==> src/rtl/pc_btb_if.sv <==
// Fetch/resolve bundle between the pipeline and pc_btb (names are from pc_btb's point of view).
// master: pipeline side driving EX resolution; slave: pc_btb.
interface pc_btb_if #(
    parameter int XLEN = 32
);
    logic            i_halt;
    logic            i_branch;
    logic            i_jal;
    logic            i_jalr;
    logic            i_eq;
    logic            i_slt;
    logic [2:0]      i_opsel;
    logic [XLEN-1:0] i_immediate;
    logic [XLEN-1:0] i_rs1;
    logic [XLEN-1:0] i_ex_pc;
    logic            i_ex_pred_taken;
    logic [XLEN-1:0] i_ex_pred_tgt;
    logic [XLEN-1:0] o_imem_raddr;
    logic            o_pred_taken;
    logic [XLEN-1:0] o_pred_tgt;
    logic [XLEN-1:0] o_nxt_pc;
    logic            o_flush;

    modport master (
        output i_halt, i_branch, i_jal, i_jalr, i_eq, i_slt, i_opsel,
               i_immediate, i_rs1, i_ex_pc, i_ex_pred_taken, i_ex_pred_tgt,
        input  o_imem_raddr, o_pred_taken, o_pred_tgt, o_nxt_pc, o_flush
    );

    modport slave (
        input  i_halt, i_branch, i_jal, i_jalr, i_eq, i_slt, i_opsel,
               i_immediate, i_rs1, i_ex_pc, i_ex_pred_taken, i_ex_pred_tgt,
        output o_imem_raddr, o_pred_taken, o_pred_tgt, o_nxt_pc, o_flush
    );
endinterface

==> src/rtl/pc_btb.sv <==
// Next-PC generator with direct-mapped BTB and 2-bit counters; PC_BTB_PERF_EN adds branch/mispredict counters.
// Latency: prediction combinational on curr_pc; mispredict redirect takes effect at the next edge.
// Backpressure: none; i_halt freezes PC, BTB and counters.
module pc_btb #(
    parameter int              XLEN       = 32,
    parameter logic [XLEN-1:0] RESET_ADDR = '0,
    parameter int              BTB_DEPTH  = 16,
    parameter logic [1:0]      CTR_INIT   = 2'b01
) (
    input  logic        i_clk,
    input  logic        i_rst,
    pc_btb_if.slave     bus
`ifdef PC_BTB_PERF_EN
    ,
    output logic [31:0] o_br_cnt,
    output logic [31:0] o_mispred_cnt
`endif
);
    localparam int IDX   = $clog2(BTB_DEPTH);
    localparam int TAG_W = XLEN - IDX - 2;

    logic [XLEN-1:0]                  curr_pc_q, curr_pc_d;
    logic [BTB_DEPTH-1:0]             valid_q, valid_d;
    logic [BTB_DEPTH-1:0][1:0]        ctr_q, ctr_d;
    logic [BTB_DEPTH-1:0][TAG_W-1:0]  tag_q, tag_d;
    logic [BTB_DEPTH-1:0][XLEN-1:0]   tgt_q, tgt_d;

    logic [IDX-1:0]   f_idx, ex_idx;
    logic [TAG_W-1:0] f_tag, ex_tag;
    logic             f_hit, ex_hit;
    logic             br_taken, ctl, taken, mispred;
    logic [XLEN-1:0]  jalr_sum, target;

    assign f_idx = curr_pc_q[IDX+1:2];
    assign f_tag = curr_pc_q[XLEN-1:IDX+2];
    assign f_hit = valid_q[f_idx] && (tag_q[f_idx] == f_tag);

    assign bus.o_imem_raddr = curr_pc_q;
    assign bus.o_pred_taken = f_hit & ctr_q[f_idx][1];
    assign bus.o_pred_tgt   = bus.o_pred_taken ? tgt_q[f_idx] : '0;

    always_comb begin
        br_taken = 1'b0;
        case (bus.i_opsel)
            3'b000:         br_taken = bus.i_eq;
            3'b001:         br_taken = ~bus.i_eq;
            3'b100, 3'b110: br_taken = bus.i_slt;
            3'b101, 3'b111: br_taken = ~bus.i_slt;
            default:        br_taken = 1'b0;
        endcase
        br_taken = br_taken & bus.i_branch;
    end

    assign ctl      = bus.i_branch | bus.i_jal | bus.i_jalr;
    assign taken    = br_taken | bus.i_jal | bus.i_jalr;
    assign jalr_sum = bus.i_rs1 + bus.i_immediate;
    assign target   = bus.i_jalr ? (jalr_sum & ~XLEN'(1)) : (bus.i_ex_pc + bus.i_immediate);
    assign mispred  = ctl & ((taken != bus.i_ex_pred_taken) |
                             (taken & (target != bus.i_ex_pred_tgt)));
    assign bus.o_flush = mispred & ~bus.i_halt;

    always_comb begin
        if (bus.i_halt)
            curr_pc_d = curr_pc_q;
        else if (mispred)
            curr_pc_d = taken ? target : (bus.i_ex_pc + XLEN'(4));
        else if (bus.o_pred_taken)
            curr_pc_d = bus.o_pred_tgt;
        else
            curr_pc_d = curr_pc_q + XLEN'(4);
    end
    assign bus.o_nxt_pc = curr_pc_d;

    assign ex_idx = bus.i_ex_pc[IDX+1:2];
    assign ex_tag = bus.i_ex_pc[XLEN-1:IDX+2];
    assign ex_hit = valid_q[ex_idx] && (tag_q[ex_idx] == ex_tag);

    // Writes land at the edge, so a same-cycle fetch of this index sees the old entry.
    always_comb begin
        valid_d = valid_q;
        ctr_d   = ctr_q;
        tag_d   = tag_q;
        tgt_d   = tgt_q;
        if (ctl && !bus.i_halt) begin
            if (bus.i_jal || bus.i_jalr) begin
                valid_d[ex_idx] = 1'b1;
                tag_d[ex_idx]   = ex_tag;
                tgt_d[ex_idx]   = target;
                ctr_d[ex_idx]   = 2'b11;
            end else if (ex_hit) begin
                if (taken) begin
                    tgt_d[ex_idx] = target;
                    if (ctr_q[ex_idx] != 2'b11)
                        ctr_d[ex_idx] = ctr_q[ex_idx] + 2'b01;
                end else if (ctr_q[ex_idx] != 2'b00) begin
                    ctr_d[ex_idx] = ctr_q[ex_idx] - 2'b01;
                end
            end else if (taken) begin
                valid_d[ex_idx] = 1'b1;
                tag_d[ex_idx]   = ex_tag;
                tgt_d[ex_idx]   = target;
                ctr_d[ex_idx]   = 2'b10;
            end
        end
    end

    always_ff @(posedge i_clk) begin
        if (i_rst) begin
            curr_pc_q <= RESET_ADDR;
            valid_q   <= '0;
            ctr_q     <= {BTB_DEPTH{CTR_INIT}};
            tag_q     <= '0;
            tgt_q     <= '0;
        end else begin
            curr_pc_q <= curr_pc_d;
            valid_q   <= valid_d;
            ctr_q     <= ctr_d;
            tag_q     <= tag_d;
            tgt_q     <= tgt_d;
        end
    end

`ifdef PC_BTB_PERF_EN
    logic [31:0] br_cnt_q, br_cnt_d, mispred_cnt_q, mispred_cnt_d;

    always_comb begin
        br_cnt_d      = br_cnt_q + {31'd0, (ctl & ~bus.i_halt)};
        mispred_cnt_d = mispred_cnt_q + {31'd0, bus.o_flush};
    end

    always_ff @(posedge i_clk) begin
        if (i_rst) begin
            br_cnt_q      <= '0;
            mispred_cnt_q <= '0;
        end else begin
            br_cnt_q      <= br_cnt_d;
            mispred_cnt_q <= mispred_cnt_d;
        end
    end

    assign o_br_cnt      = br_cnt_q;
    assign o_mispred_cnt = mispred_cnt_q;
`endif
endmodule

==> src/flat_wrapper.sv <==
// flat-port wrapper written by rule: the top's interface ports become plain ports
module pc_btb_flat 
#(
    parameter int              XLEN       = 32,
    parameter logic [XLEN-1:0] RESET_ADDR = '0,
    parameter int              BTB_DEPTH  = 16,
    parameter logic [1:0]      CTR_INIT   = 2'b01
)
  (i_clk, i_rst, bus_i_halt, bus_i_branch, bus_i_jal, bus_i_jalr, bus_i_eq, bus_i_slt, bus_i_opsel, bus_i_immediate, bus_i_rs1, bus_i_ex_pc, bus_i_ex_pred_taken, bus_i_ex_pred_tgt, bus_o_imem_raddr, bus_o_pred_taken, bus_o_pred_tgt, bus_o_nxt_pc, bus_o_flush);
  pc_btb_if #(.XLEN(XLEN)) bus_i ();
  input  logic i_clk;
  input  logic i_rst;
  input wire logic [$bits(bus_i.i_halt)-1:0] bus_i_halt;
  input wire logic [$bits(bus_i.i_branch)-1:0] bus_i_branch;
  input wire logic [$bits(bus_i.i_jal)-1:0] bus_i_jal;
  input wire logic [$bits(bus_i.i_jalr)-1:0] bus_i_jalr;
  input wire logic [$bits(bus_i.i_eq)-1:0] bus_i_eq;
  input wire logic [$bits(bus_i.i_slt)-1:0] bus_i_slt;
  input wire logic [$bits(bus_i.i_opsel)-1:0] bus_i_opsel;
  input wire logic [$bits(bus_i.i_immediate)-1:0] bus_i_immediate;
  input wire logic [$bits(bus_i.i_rs1)-1:0] bus_i_rs1;
  input wire logic [$bits(bus_i.i_ex_pc)-1:0] bus_i_ex_pc;
  input wire logic [$bits(bus_i.i_ex_pred_taken)-1:0] bus_i_ex_pred_taken;
  input wire logic [$bits(bus_i.i_ex_pred_tgt)-1:0] bus_i_ex_pred_tgt;
  output wire logic [$bits(bus_i.o_imem_raddr)-1:0] bus_o_imem_raddr;
  output wire logic [$bits(bus_i.o_pred_taken)-1:0] bus_o_pred_taken;
  output wire logic [$bits(bus_i.o_pred_tgt)-1:0] bus_o_pred_tgt;
  output wire logic [$bits(bus_i.o_nxt_pc)-1:0] bus_o_nxt_pc;
  output wire logic [$bits(bus_i.o_flush)-1:0] bus_o_flush;
  assign bus_i.i_halt = bus_i_halt;
  assign bus_i.i_branch = bus_i_branch;
  assign bus_i.i_jal = bus_i_jal;
  assign bus_i.i_jalr = bus_i_jalr;
  assign bus_i.i_eq = bus_i_eq;
  assign bus_i.i_slt = bus_i_slt;
  assign bus_i.i_opsel = bus_i_opsel;
  assign bus_i.i_immediate = bus_i_immediate;
  assign bus_i.i_rs1 = bus_i_rs1;
  assign bus_i.i_ex_pc = bus_i_ex_pc;
  assign bus_i.i_ex_pred_taken = bus_i_ex_pred_taken;
  assign bus_i.i_ex_pred_tgt = bus_i_ex_pred_tgt;
  assign bus_o_imem_raddr = bus_i.o_imem_raddr;
  assign bus_o_pred_taken = bus_i.o_pred_taken;
  assign bus_o_pred_tgt = bus_i.o_pred_tgt;
  assign bus_o_nxt_pc = bus_i.o_nxt_pc;
  assign bus_o_flush = bus_i.o_flush;
  pc_btb #(.XLEN(XLEN), .RESET_ADDR(RESET_ADDR), .BTB_DEPTH(BTB_DEPTH), .CTR_INIT(CTR_INIT)) u_core (.i_clk(i_clk), .i_rst(i_rst), .bus(bus_i));
endmodule
==> config.mk <==
export PLATFORM = sky130hd
export DESIGN_NAME = pc_btb_flat
export DESIGN_NICKNAME = d
export VERILOG_FILES = /design/src/rtl/pc_btb_if.sv /design/src/rtl/pc_btb.sv /design/src/flat_wrapper.sv
export SDC_FILE = /design/constraint.sdc
export NUM_CORES = 2
export LEC_CHECK = 0
export ABC_CLOCK_PERIOD_IN_PS = 16900
export CELL_PAD_IN_SITES_DETAIL_PLACEMENT = 2
export CELL_PAD_IN_SITES_GLOBAL_PLACEMENT = 2
export CORE_AREA = 2 2 332 663
export CTS_BUF_LIST = sky130_fd_sc_hd__clkbuf_8
export CTS_CLUSTER_SIZE = 30
export DETAILED_ROUTE_END_ITERATION = 16
export DIE_AREA = 0 0 334 665
export PLACE_DENSITY = 0.59
export SYNTH_ARGS = -nofsm -noshare
export SYNTH_HDL_FRONTEND = slang
export SYNTH_SLANG_ARGS = --single-unit
==> constraint.sdc <==
create_clock -name i_clk -period 16.9 [get_ports i_clk]
set_input_delay 3.38 -clock i_clk [delete_from_list [all_inputs] [get_ports i_clk]]
set_output_delay 3.38 -clock i_clk [all_outputs]
set_load 0.1 [all_outputs]
==> impl_metrics.toml <==
[die]
fp.dieH_um = 665
dieArea_um2 = 222000
core_area_um2 = 217000
num_rows = 242
start_util = 0.249
io_pins = 238
die_x_um = 334

[synthesis]
synth_ff_type = "dfxtp_1"
ys_types = 109
syn_inst = 6055
ys_ff_latch = 1008
syn_nets = 6265
synth_area_per_cell_um2 = 8.93
ys_warn_count = 0
async_flop_share = 0
ys_seq_area_frac = 0.373
synth_edf_count = 0
syn_area_um2 = 54100

[timing]
slew_headroom = 0.135
min_period_ns = 14.11
worstMarginPinSlew_ns = 1.30
fmax_mhz = 70.9
setup_violations = 0
finalCritPeriodShare = 0.835
setup_tns_ns = 0
fin_skew_ns = 0.104
rsz0062_at_grt = "no"
report.final.slew_viol_count = 0
hold_viol = 0

[min_path]
hold_end = "u_core.tgt_q[66]$_SDFFE_PP0P_"
worstHoldStart = "u_core.tgt_q[66]$_SDFFE_PP0P_"
whs_path_depth = 2
hold_path.class = "register to register"

[clocking]
clock_path_buffers = 4
cts_setup_buffers = 0
tritoncts = "built"
cts_num_sinks = 1008
numCtsBuffers = 172
clk_latency_ns = 1.00
hold_buffers = 0
clkTransAtPathRegs_ns = 0.07
cts-resized-gates = 0
htreeDepth = 4
cts_root_buf = "clkbuf_8"

[power]
p_leak_uw = 0.0206
peakVddDrop_v = 0.0000464
total_power_uw = 6120
power_density_nw_per_um2 = 97.9

[global_route]
grt_pass1_vias = 54200
gr-total-overflow = 0
gr-usage-met2 = 0.448
grt_max_degree = 193
antenna_found_initial = 27
grtUsageMet1 = 0.288
gr-usage-met3 = 0.0279
grt_util_all_layers = 0.252
grt_pass1_wl_um = 403000
top_usage_layer = "met2"

[detailed_routing]
vias_per_cell = 5.54
vias = 49800
drc_errors = 0
post_drt_wl_per_cell_um = 31.8
drt-total-wl_um = 286000
dr.first_iter.drc_count = 3181
drtAntennaViolNets = 0
firstDrtPassIters = 5

[worst_setup_path]
endpoint_kind = "primary output"
required_ns = 13.52
rr_worst_depth = 16
crit_arrival_ns = 10.73
rr_endpoint = "u_core.bus.o_imem_raddr[18]$_SDFF_PP0_"
worst-path-max-fanout = 23
path_class = "primary input to primary output"
rrSetupSlack_ns = 10.14
start_kind = "primary input"
r2r_start = "u_core.bus.o_imem_raddr[5]$_SDFF_PP0_"

[place]
place_inst = 8687
place_hpwl_um = 198000
gp_congestion = 0.909
port_buffers = 237

[final_layout]
num-nets-final = 6265
final_common_cell = "nand2_1"
drive_above_1_share = 0.153
fin_cells = 8989
areaGrowthSynthToFinish_pct = 15.6
layout_common_cells = "nand2_1 (1051), dfxtp_1 (1004), nor2_1 (777)"

[run_status]
status = "finished, final reports clean"

[flow_run]
maxCapViolations = 0
## critical path, cell delays in order
cell and delay, ns:
clkdlybuf4s50_1 0.48, buf_4 0.40, ha_1 0.45, o211ai_1 0.27
nor3_1 0.35, nand2_1 0.15, a32oi_1 0.88, nand4bb_1 0.23
and4_1 0.18, buf_4 0.25, xnor2_1 0.13, nor4_1 0.46
nand4_2 0.42, o31ai_4 0.77, buf_4 0.36, mux2i_1 0.14
a21oi_1 0.21, clkdlybuf4s50_1 1.16
## Yosys cell counts (11+ instances only)
cell      instances  share of area
a211oi_1        490          0.068
buf_2            74         0.0068
xnor2_1         118          0.019
mux4_2          383           0.16
xor2_1           56         0.0091
o21a_1           14         0.0019
inv_1            25         0.0017
buf_4            11         0.0015
a21o_1           17         0.0024
mux2_2           29         0.0060
mux2i_1         145          0.027
o21bai_1         16         0.0022
nand4_1          50         0.0058
o21ai_0          72         0.0067
buf_1            80         0.0056
a21oi_1         608          0.056
a31oi_1          23         0.0027
and2_1           52         0.0060
nand3_1          59         0.0055
dfxtp_1        1008           0.37
o211ai_1         18         0.0025
nor3_1           46         0.0043
and3_1           32         0.0037
clkbuf_1        407          0.028
nor2_1          799          0.055
a22oi_1          19         0.0026
nor2b_1          22         0.0025
o22ai_1          13         0.0015
nand2_1        1063          0.074
ha_1             68          0.016
## logic make-up after synthesis
logic type | count (synthesis) | share of synthesized area
xor+xnor | 184 | 0.0321
mux | 561 | 0.193
buf+inv | 612 | 0.0469
flops | 1008 | 0.373
compound gates | 1399 | 0.166
simple gates | 2221 | 0.172
fa+ha+maj | 70 | 0.0165
## cell type report
| class | instances | area [um^2] |
|---|---|---|
| fill | 24400 | 154000 |
| clock buffer | 205 | 2820 |
| antenna | 14 | 35.0 |
| inverter | 27 | 105 |
| clock inverter | 83 | 475 |
| tap | 2806 | 3510 |
| timing repair buffer | 411 | 3720 |
| sequential | 1008 | 20200 |
| multi-input combinational | 4435 | 31700 |
## how the worst max path moves through the flow
stage / startpoint / endpoint / depth (start not counted)
floorplan: bus_i_ex_pc[0] / bus_o_nxt_pc[17] / 15
global placement: bus_i_ex_pc[7] / bus_o_nxt_pc[13] / 18
detailed placement: bus_i_ex_pc[7] / bus_o_nxt_pc[19] / 18
CTS: bus_i_ex_pc[7] / bus_o_nxt_pc[19] / 18
global route: bus_i_ex_pc[7] / bus_o_nxt_pc[13] / 18
finish: bus_i_ex_pc[7] / bus_o_nxt_pc[19] / 18
## stage by stage
stage	hold WS (ns)	worst slack, ns	area (um^2)	util
3_3_place_gp	0.439	2.89	59200	0.273
4_1_cts	0.459	2.83	62500	0.288
3_5_place_dp	0.451	2.85	59200	0.273
6_report	0.461	2.79	62500	0.288
2_1_floorplan	0.433	5.24	54100	-
5_1_grt	0.481	2.61	62500	0.288
## routing by layer
layer	routed length, um	up-vias
li1	-	21700
met1	110000	26000
met2	143000	1494
met3	11900	637
met4	20100	2
met5	13	-
## state kept, by name, indices dropped and copies added (netlist names)
signal / count
u_core.bus.o_imem_raddr: 32
u_core.ctr_q: 32
u_core.tag_q: 416
u_core.tgt_q: 512
u_core.valid_q: 16
## power by group
part,total [uW],switching (uW),internal [uW]
Clock,2290,1120,1170
Sequential,2480,55.5,2420
Combinational,1360,969,393
Note: power is estimated with default switching activity, not from simulation.
